$ cat src/rtl/pe_demux_pkg.sv
// +--------------------------------------------------------------------+
// | pe_demux_pkg : shared types for the PE psum stream demultiplexer    |
// | Rev 1.0                                                            |
// +--------------------------------------------------------------------+
`default_nettype none

package pe_demux_pkg;

  typedef enum logic [1:0] {
    DEMUX_ADDR  = 2'd0,
    DEMUX_SEQ   = 2'd1,
    DEMUX_BCAST = 2'd2,
    DEMUX_DROP  = 2'd3
  } demux_mode_e;

endpackage

`default_nettype wire

$ cat src/rtl/pe_demux_stream_if.sv
// +--------------------------------------------------------------------+
// | pe_demux_stream_if : input beat and per-channel output bundle       |
// | Rev 1.0                                                            |
// +--------------------------------------------------------------------+
`default_nettype none

interface pe_demux_stream_if
  import pe_demux_pkg::*;
#(
  parameter int DATA_WIDTH = 24,
  parameter int DATA_DEPTH = 63,
  parameter int SEL_WIDTH  = $clog2(DATA_DEPTH)
);

  demux_mode_e                          mode;
  logic                                 in_valid;
  logic                                 in_ready;
  logic [DATA_WIDTH-1:0]                in_data;
  logic [SEL_WIDTH-1:0]                 in_sel;
  logic                                 seq_clr;
  logic [DATA_DEPTH-1:0]                out_valid;
  logic [DATA_DEPTH-1:0]                out_ready;
  logic [DATA_DEPTH*DATA_WIDTH-1:0]     out_data;
  logic [SEL_WIDTH-1:0]                 seq_ptr;
  logic                                 sel_err;
  logic                                 busy;

  modport master (
    output mode, in_valid, in_data, in_sel, seq_clr, out_ready,
    input  in_ready, out_valid, out_data, seq_ptr, sel_err, busy
  );

  modport slave (
    input  mode, in_valid, in_data, in_sel, seq_clr, out_ready,
    output in_ready, out_valid, out_data, seq_ptr, sel_err, busy
  );

endinterface

`default_nettype wire

$ cat src/rtl/pe_demux_rr_ptr.sv
// +--------------------------------------------------------------------+
// | pe_demux_rr_ptr : wrap-at-DEPTH sequential channel pointer          |
// | Rev 1.0                                                            |
// +--------------------------------------------------------------------+
`default_nettype none

module pe_demux_rr_ptr #(
  parameter int DEPTH     = 63,
  parameter int PTR_WIDTH = $clog2(DEPTH)
) (
  input  wire logic                 clk,
  input  wire logic                 rst_n,
  input  wire logic                 clr,
  input  wire logic                 inc,
  output logic [PTR_WIDTH-1:0]      ptr
);

  localparam logic [PTR_WIDTH-1:0] c_last = PTR_WIDTH'(DEPTH - 1);

  logic [PTR_WIDTH-1:0] r_ptr;

  // Clear beats increment so a SEQ beat taken with seq_clr still lands on the old pointer.
  always_ff @(posedge clk or negedge rst_n) begin
    if (!rst_n) begin
      r_ptr <= '0;
    end else if (clr) begin
      r_ptr <= '0;
    end else if (inc) begin
      r_ptr <= (r_ptr == c_last) ? '0 : r_ptr + 1'b1;
    end
  end

  assign ptr = r_ptr;

endmodule

`default_nettype wire

$ cat src/rtl/pe_demux_stream.sv
// +--------------------------------------------------------------------+
// | pe_demux_stream : registered valid/ready 1-to-N psum demultiplexer  |
// | Rev 1.0                                                            |
// +--------------------------------------------------------------------+
`default_nettype none

module pe_demux_stream
  import pe_demux_pkg::*;
#(
  parameter int DATA_WIDTH = 24,
  parameter int DATA_DEPTH = 63,
  parameter int SEL_WIDTH  = $clog2(DATA_DEPTH)
) (
  input  wire logic          clk,
  input  wire logic          rst_n,
  pe_demux_stream_if.slave   bus
);

  localparam logic [SEL_WIDTH:0] c_depth = (SEL_WIDTH + 1)'(DATA_DEPTH);

  logic [DATA_DEPTH-1:0] r_pend;
  logic [DATA_WIDTH-1:0] r_data;
  logic                  r_sel_err;

  logic [DATA_DEPTH-1:0] w_sel_hot;
  logic [DATA_DEPTH-1:0] w_seq_hot;
  logic [DATA_DEPTH-1:0] w_load_mask;
  logic [SEL_WIDTH-1:0]  w_seq_ptr;
  logic                  w_sel_ok;
  logic                  w_done;
  logic                  w_accept;
  logic                  w_seq_inc;

  // A new beat may enter only when every pending channel retires this cycle.
  assign w_done    = &(~r_pend | bus.out_ready);
  assign w_accept  = bus.in_valid & w_done;
  assign w_sel_ok  = {1'b0, bus.in_sel} < c_depth;
  assign w_seq_inc = w_accept & (bus.mode == DEMUX_SEQ);

  pe_demux_rr_ptr #(
    .DEPTH     (DATA_DEPTH),
    .PTR_WIDTH (SEL_WIDTH)
  ) u_rr_ptr (
    .clk   (clk),
    .rst_n (rst_n),
    .clr   (bus.seq_clr),
    .inc   (w_seq_inc),
    .ptr   (w_seq_ptr)
  );

  generate
    for (genvar gi = 0; gi < DATA_DEPTH; gi++) begin : g_chan
      assign w_sel_hot[gi] = (bus.in_sel == SEL_WIDTH'(gi));
      assign w_seq_hot[gi] = (w_seq_ptr == SEL_WIDTH'(gi));
      // Idle channels present zero rather than the last payload.
      assign bus.out_data[gi*DATA_WIDTH +: DATA_WIDTH] = r_pend[gi] ? r_data : '0;
    end
  endgenerate

  always_comb begin
    w_load_mask = '0;
    case (bus.mode)
      DEMUX_ADDR:  w_load_mask = w_sel_ok ? w_sel_hot : '0;
      DEMUX_SEQ:   w_load_mask = w_seq_hot;
      DEMUX_BCAST: w_load_mask = '1;
      default:     w_load_mask = '0;
    endcase
  end

  always_ff @(posedge clk or negedge rst_n) begin
    if (!rst_n) begin
      r_pend    <= '0;
      r_data    <= '0;
      r_sel_err <= 1'b0;
    end else begin
      r_sel_err <= w_accept & (bus.mode == DEMUX_ADDR) & ~w_sel_ok;
      if (w_accept) begin
        r_pend <= w_load_mask;
        r_data <= bus.in_data;
      end else begin
        r_pend <= r_pend & ~bus.out_ready;
      end
    end
  end

  assign bus.in_ready  = w_done;
  assign bus.out_valid = r_pend;
  assign bus.seq_ptr   = w_seq_ptr;
  assign bus.sel_err   = r_sel_err;
  assign bus.busy      = |r_pend;

endmodule

`default_nettype wire
$ cat src/flat_wrapper.sv
// flat-port wrapper written by rule: the top's interface ports become plain ports
module pe_demux_stream_flat import pe_demux_pkg::*;
#(
  parameter int DATA_WIDTH = 24,
  parameter int DATA_DEPTH = 63,
  parameter int SEL_WIDTH  = $clog2(DATA_DEPTH)
)
  (clk, rst_n, bus_mode, bus_in_valid, bus_in_data, bus_in_sel, bus_seq_clr, bus_out_ready, bus_in_ready, bus_out_valid, bus_out_data, bus_seq_ptr, bus_sel_err, bus_busy);
  pe_demux_stream_if #(.DATA_WIDTH(DATA_WIDTH), .DATA_DEPTH(DATA_DEPTH), .SEL_WIDTH(SEL_WIDTH)) bus_i ();
  input  wire logic clk;
  input  wire logic rst_n;
  input wire logic [$bits(bus_i.mode)-1:0] bus_mode;
  input wire logic [$bits(bus_i.in_valid)-1:0] bus_in_valid;
  input wire logic [$bits(bus_i.in_data)-1:0] bus_in_data;
  input wire logic [$bits(bus_i.in_sel)-1:0] bus_in_sel;
  input wire logic [$bits(bus_i.seq_clr)-1:0] bus_seq_clr;
  input wire logic [$bits(bus_i.out_ready)-1:0] bus_out_ready;
  output wire logic [$bits(bus_i.in_ready)-1:0] bus_in_ready;
  output wire logic [$bits(bus_i.out_valid)-1:0] bus_out_valid;
  output wire logic [$bits(bus_i.out_data)-1:0] bus_out_data;
  output wire logic [$bits(bus_i.seq_ptr)-1:0] bus_seq_ptr;
  output wire logic [$bits(bus_i.sel_err)-1:0] bus_sel_err;
  output wire logic [$bits(bus_i.busy)-1:0] bus_busy;
  assign bus_i.mode = bus_mode;
  assign bus_i.in_valid = bus_in_valid;
  assign bus_i.in_data = bus_in_data;
  assign bus_i.in_sel = bus_in_sel;
  assign bus_i.seq_clr = bus_seq_clr;
  assign bus_i.out_ready = bus_out_ready;
  assign bus_in_ready = bus_i.in_ready;
  assign bus_out_valid = bus_i.out_valid;
  assign bus_out_data = bus_i.out_data;
  assign bus_seq_ptr = bus_i.seq_ptr;
  assign bus_sel_err = bus_i.sel_err;
  assign bus_busy = bus_i.busy;
  pe_demux_stream #(.DATA_WIDTH(DATA_WIDTH), .DATA_DEPTH(DATA_DEPTH), .SEL_WIDTH(SEL_WIDTH)) u_core (.clk(clk), .rst_n(rst_n), .bus(bus_i));
endmodule
$ cat config.mk
export PLATFORM = sky130hd
export DESIGN_NAME = pe_demux_stream_flat
export DESIGN_NICKNAME = d
export VERILOG_FILES = /design/src/rtl/pe_demux_pkg.sv /design/src/rtl/pe_demux_stream_if.sv /design/src/rtl/pe_demux_rr_ptr.sv /design/src/rtl/pe_demux_stream.sv /design/src/flat_wrapper.sv
export SDC_FILE = /design/constraint.sdc
export NUM_CORES = 1
export LEC_CHECK = 0
export ABC_CLOCK_PERIOD_IN_PS = 2300
export BUFFER_PORTS_ARGS = -buffer_cell sky130_fd_sc_hd__clkbuf_2
export CORE_AREA = 8 8 650 652
export CTS_CLUSTER_SIZE = 10
export DETAILED_ROUTE_END_ITERATION = 7
export DIE_AREA = 0 0 658 660
export PLACE_DENSITY = 0.3
export SLEW_MARGIN = 25
export SYNTH_ARGS = -nofsm -noshare
export SYNTH_HDL_FRONTEND = slang
export SYNTH_SLANG_ARGS = --single-unit
$ cat constraint.sdc
create_clock -name clk -period 2.3 [get_ports clk]
set_input_delay 0.23 -clock clk [delete_from_list [all_inputs] [get_ports clk]]
set_output_delay 0.23 -clock clk [all_outputs]
set_load 0.05 [all_outputs]
Word-level counts from Yosys, hierarchy flattened
Cells that the tools add are included.
{ "word_totals": {"output_inout_bits": 1584, "regBits": 94, "word_cells": 216, "in_bits": 99} }
{ "op_classes": {"n_bitwise": 9, "n_eq_ne": 126, "n_mux": 69, "order_cmp": 1, "n_reduce_logical": 6, "n_addsub": 1} }
{ "op_table": {"columns": ["op", "count"], "rows": [
  ["2-to-1 mux 24 bit", 63],
  ["equality test 6 bit (second input constant)", 62],
  ["equality test 6 x 5 -> 1 bit (second input constant)", 32],
  ["one-hot mux 63 bit (3 select lines)", 1],
  ["2-to-1 mux 63 bit", 2],
  ["NOT 63 bit", 2],
  ["equality test 6 x 4 -> 1 bit (second input constant)", 16],
  ["AND 63 bit", 1],
  ["OR 63 bit", 1],
  ["AND reduction 63 bit", 1],
  ["OR reduction 63 bit", 1],
  ["equality test 6 x 3 -> 1 bit (second input constant)", 8],
  ["equality test 6 x 2 -> 1 bit (second input constant)", 4],
  ["2-to-1 mux 6 bit", 3],
  ["equality test 6 x 1 -> 1 bit (second input constant)", 2],
  ["zero test 6 bit", 2],
  ["adder 6 x 1 -> 6 bit (second input constant)", 1],
  ["less-than comparator 6 bit (second input constant)", 1],
  ["AND 1 bit", 4],
  ["equality test 2 x 1 -> 1 bit (second input constant)", 1],
  ["equality test 2 bit (second input constant)", 1],
  ["zero test 2 bit", 1],
  ["nonzero test 2 bit", 1],
  ["NOT 1 bit", 1]
]} }

Depth between registers and ports, before layout
Gate-level depths: netlist (run 1).
{ "logic_depth": {"ltp_word": 7, "depth_mapped": 9, "ltp_nobuf": 7} }

Cells and area by module
From an unflattened synthesis (run 1), not the netlist that was laid out.
{ "hier_totals": {"cells_unflattened": 2466, "area_unflattened_um2": 16035.4} }
{ "by_module_without_submodules": {"columns": ["module", "area_each_um2", "cells_each", "n_inst"], "rows": [
  ["pe_demux_stream", 15696.3, 2428, 1],
  ["pe_demux_rr_ptr", 339.1, 38, 1]
]} }

Worst setup path after synthesis (run 1)
Ideal clock, no wire load.
{ "synth_path": {"path_type": "register to register", "from": "register u_core.r_pend[24] (netlist: u_core.bus.out_valid[24])", "to": "register u_core.r_data[10]", "required_ps": 2175, "slack_ps": 15, "path_stages_with_launch": 10, "arrival_time_ps": 2160, "cell_sequence": "dfrtp_1 nand2b_1 nand4_1 nor4_1 and4_1 buf_6 nand2_4 buf_6 buf_8 mux2_4"} }
{ "synth_via": {"elab_chain_cells": 4} }
{ "synth_rtl": {"columns": ["element", "line", "text"], "rows": [
  ["start, declared", "pe_demux_stream.sv:21", "logic [DATA_DEPTH-1:0] r_pend;"],
  ["start signal, assigned", "pe_demux_stream.sv:78", "r_pend <= w_load_mask;"],
  ["start signal, assigned", "pe_demux_stream.sv:81", "r_pend <= r_pend & ~bus.out_ready;"],
  ["NOT 63 bit", "pe_demux_stream.sv:35", "assign w_done = &(~r_pend | bus.out_ready);"],
  ["OR 63 bit", "pe_demux_stream.sv:35", null],
  ["AND reduction 63 bit", "pe_demux_stream.sv:35", null],
  ["via bus_in_ready", "flat_wrapper.sv:18", "output wire logic [$bits(bus_i.in_ready)-1:0] bus_in_ready;"],
  ["AND 1 bit", "pe_demux_stream.sv:36", "assign w_accept = bus.in_valid & w_done;"],
  ["end signal, assigned", "pe_demux_stream.sv:79", "r_data <= bus.in_data;"],
  ["end, declared", "pe_demux_stream.sv:22", "logic [DATA_WIDTH-1:0] r_data;"]
]} }
The timed path passes the listed nets, and every way through them passes these cells.
A chain may end at the register's enable or synchronous reset.

Worst setup path in the final report (run 1)
{ "layout_path": {"from": "register u_core.r_pend[28] (netlist: u_core.bus.out_valid[28])", "to": "output bus_busy"} }
{ "layout_via": {"elab_chain_cells": 1} }
{ "layout_rtl": {"columns": ["element", "line", "text"], "rows": [
  ["OR reduction 63 bit", "pe_demux_stream.sv:90", "assign bus.busy = |r_pend;"],
  ["end, declared", "flat_wrapper.sv:23", "output wire logic [$bits(bus_i.busy)-1:0] bus_busy;"]
]} }
Every way passes these cells.

==> reports/results.tsv, run 1 <==
stage	metric	value	unit
worst_setup_path	Worst EP required	2.07	ns
sta	Rel. slew slack	0.4936	
detailed_routing	Avg Vias per Cell	2.500	
outcome	violated checks	setup timing	
final_layout	synthesis-to-layout area growth	106.5	%
sta	FMAX	379.3	MHz
final_layout	commonest non-fill, non-tap cells in the layout	clkbuf_2, and2_1, buf_4	
clock_tree	CTS Sinks	94	
worst_setup_path	slowest CP cell	or4_4	
sta	final hold vios	0	
min_path	Worst Hold Class	in2reg	
grt	largest net degree at the start of global routing	75	
pwr	Max VDD drop	709.8	uV
synth	post-synthesis cell count	2478	
final_layout	Post-Layout Cell Count	9597	
clock_tree	H-tree depth	3	
synth	synth unique cells	37	
synth	Yosys warning total	0	
worst_setup_path	crit path kind	reg2out	
die	Die X	658	um
detailed_routing	number of remaining DRC errors	0	
die	die outline area	0.4343	mm2
detailed_routing	DRT Wirelength	228600	um
sta	final setup margin	-0.3366	ns
die	Die Ht	660	um
pwr	Comb power frac	0.885	
sta	slew of the pin with the lowest slew margin	0.7596	ns
grt	vias in the first global route	24090	
final_layout	fillers	48910	
pwr	switching fraction of total power	0.7489	
worst_setup_path	worst-path cell chain	buf_4, nor4_4, nand4_1, buf_4, or4_4, buf_12	
outcome	status	complete, but fails checks	
final_layout	share of layout cells above drive strength 1	0.5059	
sta	RSZ-0062 raised after global routing	true	
placement	GP Congestion	0.7499	
pwr	leakage	16.00	nW
placement	dpl cells	9510	
final_layout	most common cell after layout, fill and taps aside	clkbuf_2	
grt	initial antenna violation count	112	
sta	Layout Skew	0.02901	ns
sta	Slew Limit Fails	0	
synth	Mapped Avg Cell Area	6.486	um2
detailed_routing	initial DRC count	1883	
detailed_routing	Final ANT Viol Nets	0	
synth	synthesized cell area	0.01607	mm2
grt	GRT Util Overall	0.09906	
clock_tree	TritonCTS clock tree	built	
die	io pins	1683	
pwr	Flop pwr share	0.079	
pwr	Clock power frac	0.036	
sta	fin crit share	1.146	
clock_tree	Root Buffer	clkbuf_16	
sta	Final min period	2.637	ns
pwr	Power Dens Cells	1544	mW/mm2
worst_setup_path	Worst Setup End Kind	output pin	
detailed_routing	routed via count	24000	
min_path	Worst Hold Depth	2	
worst_setup_path	crit-path most repeated cell	buf_4	
job	Max-Cap Viols	0	
clock_tree	Clock Pin Slew Worst Setup and Hold Paths	0.11	ns
clock_tree	clock latency on the worst-skew pair	0.44	ns
worst_setup_path	R2R cell count	8	
pwr	total power	51.24	mW
clock_tree	total clock buffers created by CTS	9	
synth	syn_nets	2581	
sta	final setup fails	2	
placement	DP HPWL	186000	um
pwr	Pint	12.87	mW
detailed_routing	routed len/inst	23.82	um
worst_setup_path	CP peak stage delay	0.53	ns
synth	synthesized flop and latch total	94	
sta	Sum Neg Setup Slack	-0.5649	ns
die	num rows	236	
final_layout	Layout Nets	4170	
die	CORE AREA	0.4119	mm2
grt	total gr overflow	0	
placement	PortBufs	1682	
worst_setup_path	Arr. time, crit path	2.41	ns
detailed_routing	DR pass1 iterations	5	
grt	first-pass GRT wire length	281400	um
synth	Seq/Total Area, Yosys	0.1464	
pwr	net switching power	38.38	mW
worst_setup_path	CP max FO	3	
worst_setup_path	startpoint types	flop	
die	Initial Util	0.03902	
clock_tree	Clock Path Buffers	2	
layout make-up:
type | count | area [um2] | area share
tap | 5474 | 6849 | 0.2064
clock inverter | 7 | 81.33 | 0.002450
inverter | 5 | 18.77 | 0.0005655
antenna | 51 | 127.6 | 0.003845
timing repair buffer | 1918 | 10820 | 0.3259
sequential | 94 | 2527 | 0.07615
multi-input combinational | 2039 | 12540 | 0.3779
clock buffer | 9 | 225.2 | 0.006786
sequential cells by signal, indices dropped and copies added (netlist names):
register and flops:
u_core.u_rr_ptr.ptr 6, u_core.bus.sel_err 1, u_core.r_data 24, u_core.bus.out_valid 63
cells in the mapped netlist:
master,count,share of area
buf_1,9,0.0021
and2_1,1517,0.59
a31oi_1,3,0.0012
mux2_4,16,0.015
a32o_1,4,0.0025
a41o_1,1,0.00062
clkbuf_1,327,0.076
inv_1,5,0.0012
ha_1,4,0.0031
nor3_1,14,0.0044
a211oi_1,3,0.0014
and2_0,1,0.00039
a311oi_1,3,0.0016
nand2_4,1,0.00070
a221oi_1,2,0.0011
and4_1,2,0.0011
buf_6,3,0.0021
nor2_1,122,0.028
nand2b_1,69,0.027
or4_1,1,0.00047
and3b_1,1,0.00055
nor4_1,21,0.0082
o21ai_1,2,0.00062
and3_1,2,0.00078
nand4_1,19,0.0074
o21ai_0,61,0.019
a21oi_1,105,0.033
nand2_1,35,0.0082
or2_2,3,0.0012
or3_1,1,0.00039
nor2b_1,4,0.0016
nand3_1,7,0.0022
o31ai_1,6,0.0028
a31o_2,1,0.00055
buf_8,1,0.00093
dfrtp_1,94,0.15
mux2_2,8,0.0056
logic make-up after synthesis:
| kind of cell | count (synthesis) | synth area share |
|---|---|---|
| and+or+nand+nor | 1820 | 0.6832 |
| buffers and inverters | 345 | 0.08268 |
| AOI/OAI and AO/OA | 191 | 0.06407 |
| DFF | 94 | 0.1464 |
| muxes | 24 | 0.02055 |
| adders and majority gates | 4 | 0.003114 |
layer usage:
metal  GRT usage  vias up  wire [um]
li1            -    10780          -
met1      0.1263    11640      99080
met2      0.1744     1375     113000
met3     0.01598      200      12210
met4     0.02197        4       4316
met5           0        -         26
what timing repair did:
action,CTS,global route
hold buffers,8,0
endpoints found under the setup margin,319,23
setup buffers,12,1
resized for setup,39,7
pin swaps,8,2
hold endpoints to repair,48,0
power by group through the flow:
stage / Combinational (mW) / Clock [mW] / Sequential [mW]
after floorplan: 24.7 / 0 / 3.97
after global placement: 45.5 / 0 / 4.63
after detailed placement: 45.3 / 0 / 4.65
after CTS: 46.5 / 1.98 / 4.18
after global routing: 47.4 / 1.99 / 4.22
final: 45.3 / 1.87 / 4.05
worst paths after layout:
kind	start	end	slack [ns]
worst max register to register	u_core.bus.out_valid[30]	u_core.r_data[20]	0.01
worst min register to register	u_core.bus.out_valid[17]	u_core.bus.out_valid[17]	0.54
min in group asynchronous	rst_n	u_core.bus.out_valid[10]	0.44
max in group asynchronous	rst_n	u_core.r_data[16]	1.16
worst min-delay path	bus_in_data[8]	u_core.r_data[8]	0.05
worst max-delay path	u_core.bus.out_valid[28]	bus_busy	-0.34
per-stage QoR:
| stage | utilization | area [um2] | worst slack [ns] | hold WS (ns) |
|---|---|---|---|---|
| 5_1_grt | 0.08027 | 33070 | -0.4136 | 0.02443 |
| 3_3_place_gp | 0.07833 | 32260 | -0.3501 | 0.2390 |
| 6_report | 0.08058 | 33190 | -0.3366 | 0.05241 |
| 4_1_cts | 0.08015 | 33010 | -0.3735 | 0.001269 |
| 2_1_floorplan | - | 16070 | 0.01465 | -0.06559 |
| 3_5_place_dp | 0.07833 | 32260 | -0.3787 | 0.2312 |
worst max-delay path, delay by kind of cell (launching register included):
kind                   cells  cell delay (ns)
buffers and inverters      3             0.54
AND/OR/NAND/NOR            3             1.00
flip-flops                 1             0.43
(Power assumes the default switching activity.)
==> run 2: changes to the inputs <==
--- a/config.mk
+++ b/config.mk
@@ -7,11 +7,15 @@
 export LEC_CHECK = 0
 export ABC_CLOCK_PERIOD_IN_PS = 2300
 export BUFFER_PORTS_ARGS = -buffer_cell sky130_fd_sc_hd__clkbuf_2
-export CORE_AREA = 8 8 650 652
+export CELL_PAD_IN_SITES_DETAIL_PLACEMENT = 0
+export CELL_PAD_IN_SITES_GLOBAL_PLACEMENT = 1
+export CORE_AREA = 8 8 646 648
 export CTS_CLUSTER_SIZE = 10
 export DETAILED_ROUTE_END_ITERATION = 7
-export DIE_AREA = 0 0 658 660
-export PLACE_DENSITY = 0.3
+export DIE_AREA = 0 0 654 656
+export HOLD_SLACK_MARGIN = 0.15
+export PLACE_DENSITY = 0.33
+export RECOVER_POWER = 50
 export SLEW_MARGIN = 25
 export SYNTH_ARGS = -nofsm -noshare
 export SYNTH_HDL_FRONTEND = slang
==> run 2 against run 1 <==
The run ends with antenna rules, setup timing left; die area down 1.2%; clock power is 13% higher; final cell count increased by 0.94%; routed wire length increased by 6.0%; utilization up 0.38 points; largest cell class unchanged; largest power group unchanged.
==> reports/results.tsv, run 2 (synthesis gave the netlist of run 1 again) <==
stage	metric	value	unit
outcome	status	complete, but fails checks	
outcome	violated checks	antenna rules, setup timing	
grt	first-pass GRT wire length	297600	um
worst_setup_path	Arr. time, crit path	2.49	ns
sta	Sum Neg Setup Slack	-26.57	ns
job	Max-Cap Viols	0	
clock_tree	Clock Path Buffers	2	
final_layout	synthesis-to-layout area growth	113.9	%
die	CORE AREA	0.4075	mm2
die	die outline area	0.4290	mm2
worst_setup_path	startpoint types	flop	
pwr	leakage	16.29	nW
die	Die X	654	um
sta	final hold vios	0	
detailed_routing	routed len/inst	25.02	um
sta	Slew Limit Fails	0	
detailed_routing	Final ANT Viol Nets	1	
clock_tree	Root Buffer	clkbuf_16	
clock_tree	total clock buffers created by CTS	9	
pwr	Clock power frac	0.038	
final_layout	Layout Nets	4259	
final_layout	Largest register FFs	63	
worst_setup_path	crit path kind	reg2out	
detailed_routing	number of remaining DRC errors	0	
sta	slew of the pin with the lowest slew margin	1.257	ns
final_layout	fillers	48500	
final_layout	share of layout cells above drive strength 1	0.5081	
die	num rows	235	
placement	GP Congestion	0.7583	
clock_tree	TritonCTS clock tree	built	
placement	PortBufs	1682	
detailed_routing	Avg Vias per Cell	2.608	
sta	final setup fails	190	
worst_setup_path	CP startpoint	u_core.bus.out_valid[41]	
grt	largest net degree at the start of global routing	65	
detailed_routing	DR pass1 iterations	5	
final_layout	most common cell after layout, fill and taps aside	clkbuf_2	
grt	GRT Util Overall	0.1064	
sta	Rel. slew slack	0.1618	
worst_setup_path	Worst Setup End Kind	output pin	
final_layout	commonest non-fill, non-tap cells in the layout	clkbuf_2, and2_1, buf_4	
placement	DP HPWL	190000	um
pwr	Flop pwr share	0.064	
die	Die Ht	656	um
die	Initial Util	0.03944	
clock_tree	clock latency on the worst-skew pair	0.45	ns
sta	final setup margin	-0.4173	ns
worst_setup_path	Worst EP required	2.07	ns
pwr	Max VDD drop	683.3	uV
detailed_routing	routed via count	25260	
grt	total gr overflow	0	
worst_setup_path	Worst R2R Start	u_core.bus.out_valid[57]	
final_layout	fin area	0.03438	mm2
min_path	Worst Hold Class	in2reg	
clock_tree	H-tree depth	3	
sta	FMAX	368.0	MHz
sta	fin crit share	1.181	
min_path	hold_sp	bus_out_ready[33]	
pwr	Power Dens Cells	1595	mW/mm2
die	io pins	1683	
pwr	total power	54.86	mW
grt	initial antenna violation count	81	
sta	Layout Skew	0.03368	ns
sta	RSZ-0062 raised after global routing	true	
clock_tree	CTS Sinks	94	
pwr	Pint	14.30	mW
pwr	net switching power	40.56	mW
detailed_routing	initial DRC count	2516	
detailed_routing	DRT Wirelength	242300	um
worst_setup_path	CP max FO	2	
placement	dpl ws	-0.5608	ns
pwr	Comb power frac	0.897	
clock_tree	Clock Pin Slew Worst Setup and Hold Paths	0.10	ns
placement	Post-DP Area	0.03257	mm2
pwr	switching fraction of total power	0.7393	
sta	Final min period	2.717	ns
grt	vias in the first global route	24930	
## run 2: changes by cell type in the layout (fill, tap and decap cells not counted), sizes merged
cell and delta:
buf -7, diode +24, dlygate4sd3 +42, bufinv +2, clkbuf +55, clkinv -1, inv -2
## run 2: path summary, 6_finish.rpt
kind	endpoint	slack (ns)	cells after the start
setup / recovery	bus_busy	-0.42	6
hold / removal	u_core.bus.out_valid[33]	0.19	3
setup reg to reg	u_core.r_data[10]	-0.37	12
hold reg to reg	u_core.bus.out_valid[47]	0.60	2
max in group asynchronous	u_core.bus.out_valid[45]	0.23	3
min in group asynchronous	u_core.bus.out_valid[36]	0.56	2
## run 2: area by class of cell
class / count / area, um2 / share of cell area
multi-input cells: 2039 / 12840 / 0.3735
diodes: 75 / 187.7 / 0.005458
clock buffers: 10 / 239.0 / 0.006950
repair buffers: 2007 / 11650 / 0.3387
inverters: 5 / 18.77 / 0.0005458
flip-flops and latches: 94 / 2530 / 0.07358
well taps: 5451 / 6820 / 0.1984
clock inverters: 6 / 97.59 / 0.002838
## run 2: repair_timing
item                                    4_1_cts  5_1_grt
gates cloned                                  8        0
pin swaps                                    47        9
hold buffers                                 50        0
setup buffers                                32        5
hold endpoints to repair                    122        0
endpoints found under the setup margin      804      116
resized for setup                           224       21
## run 2: per-layer routing
metal	track usage	wire, um	vias up
met1	0.1303	98440	12490
met3	0.02164	17670	201
li1	-	-	11000
met5	0	207	-
met2	0.1944	121900	1562
met4	0.01494	4137	6
## run 2: through the flow
step / utilization / hold slack [ns] / instances
after floorplan: - / -0.06559 / 2478
after CTS: 0.08501 / 0.1506 / 9613
after global routing: 0.08405 / 0.1706 / 9634
after detailed placement: 0.07991 / 0.2009 / 9513
final: 0.08437 / 0.1892 / 9687
after global placement: 0.07991 / 0.1993 / 9513
## run 2: power by group through the flow
stage	clock network (mW)	registers, mW	logic [mW]
final	2.11	3.52	49.2
after global routing	2.27	3.66	51.6
after CTS	2.26	3.73	51.8
after detailed placement	0	4.42	47.1
after global placement	0	4.36	47.3
after floorplan	0	3.97	24.7
## run 2: worst max-delay path: stages (launching register included)
cell,delay (ns)
dfrtp_4,0.49
buf_4,0.15
nor4_2,0.27
buf_4,0.18
nand4_1,0.11
or4_4,0.65
buf_12,0.19
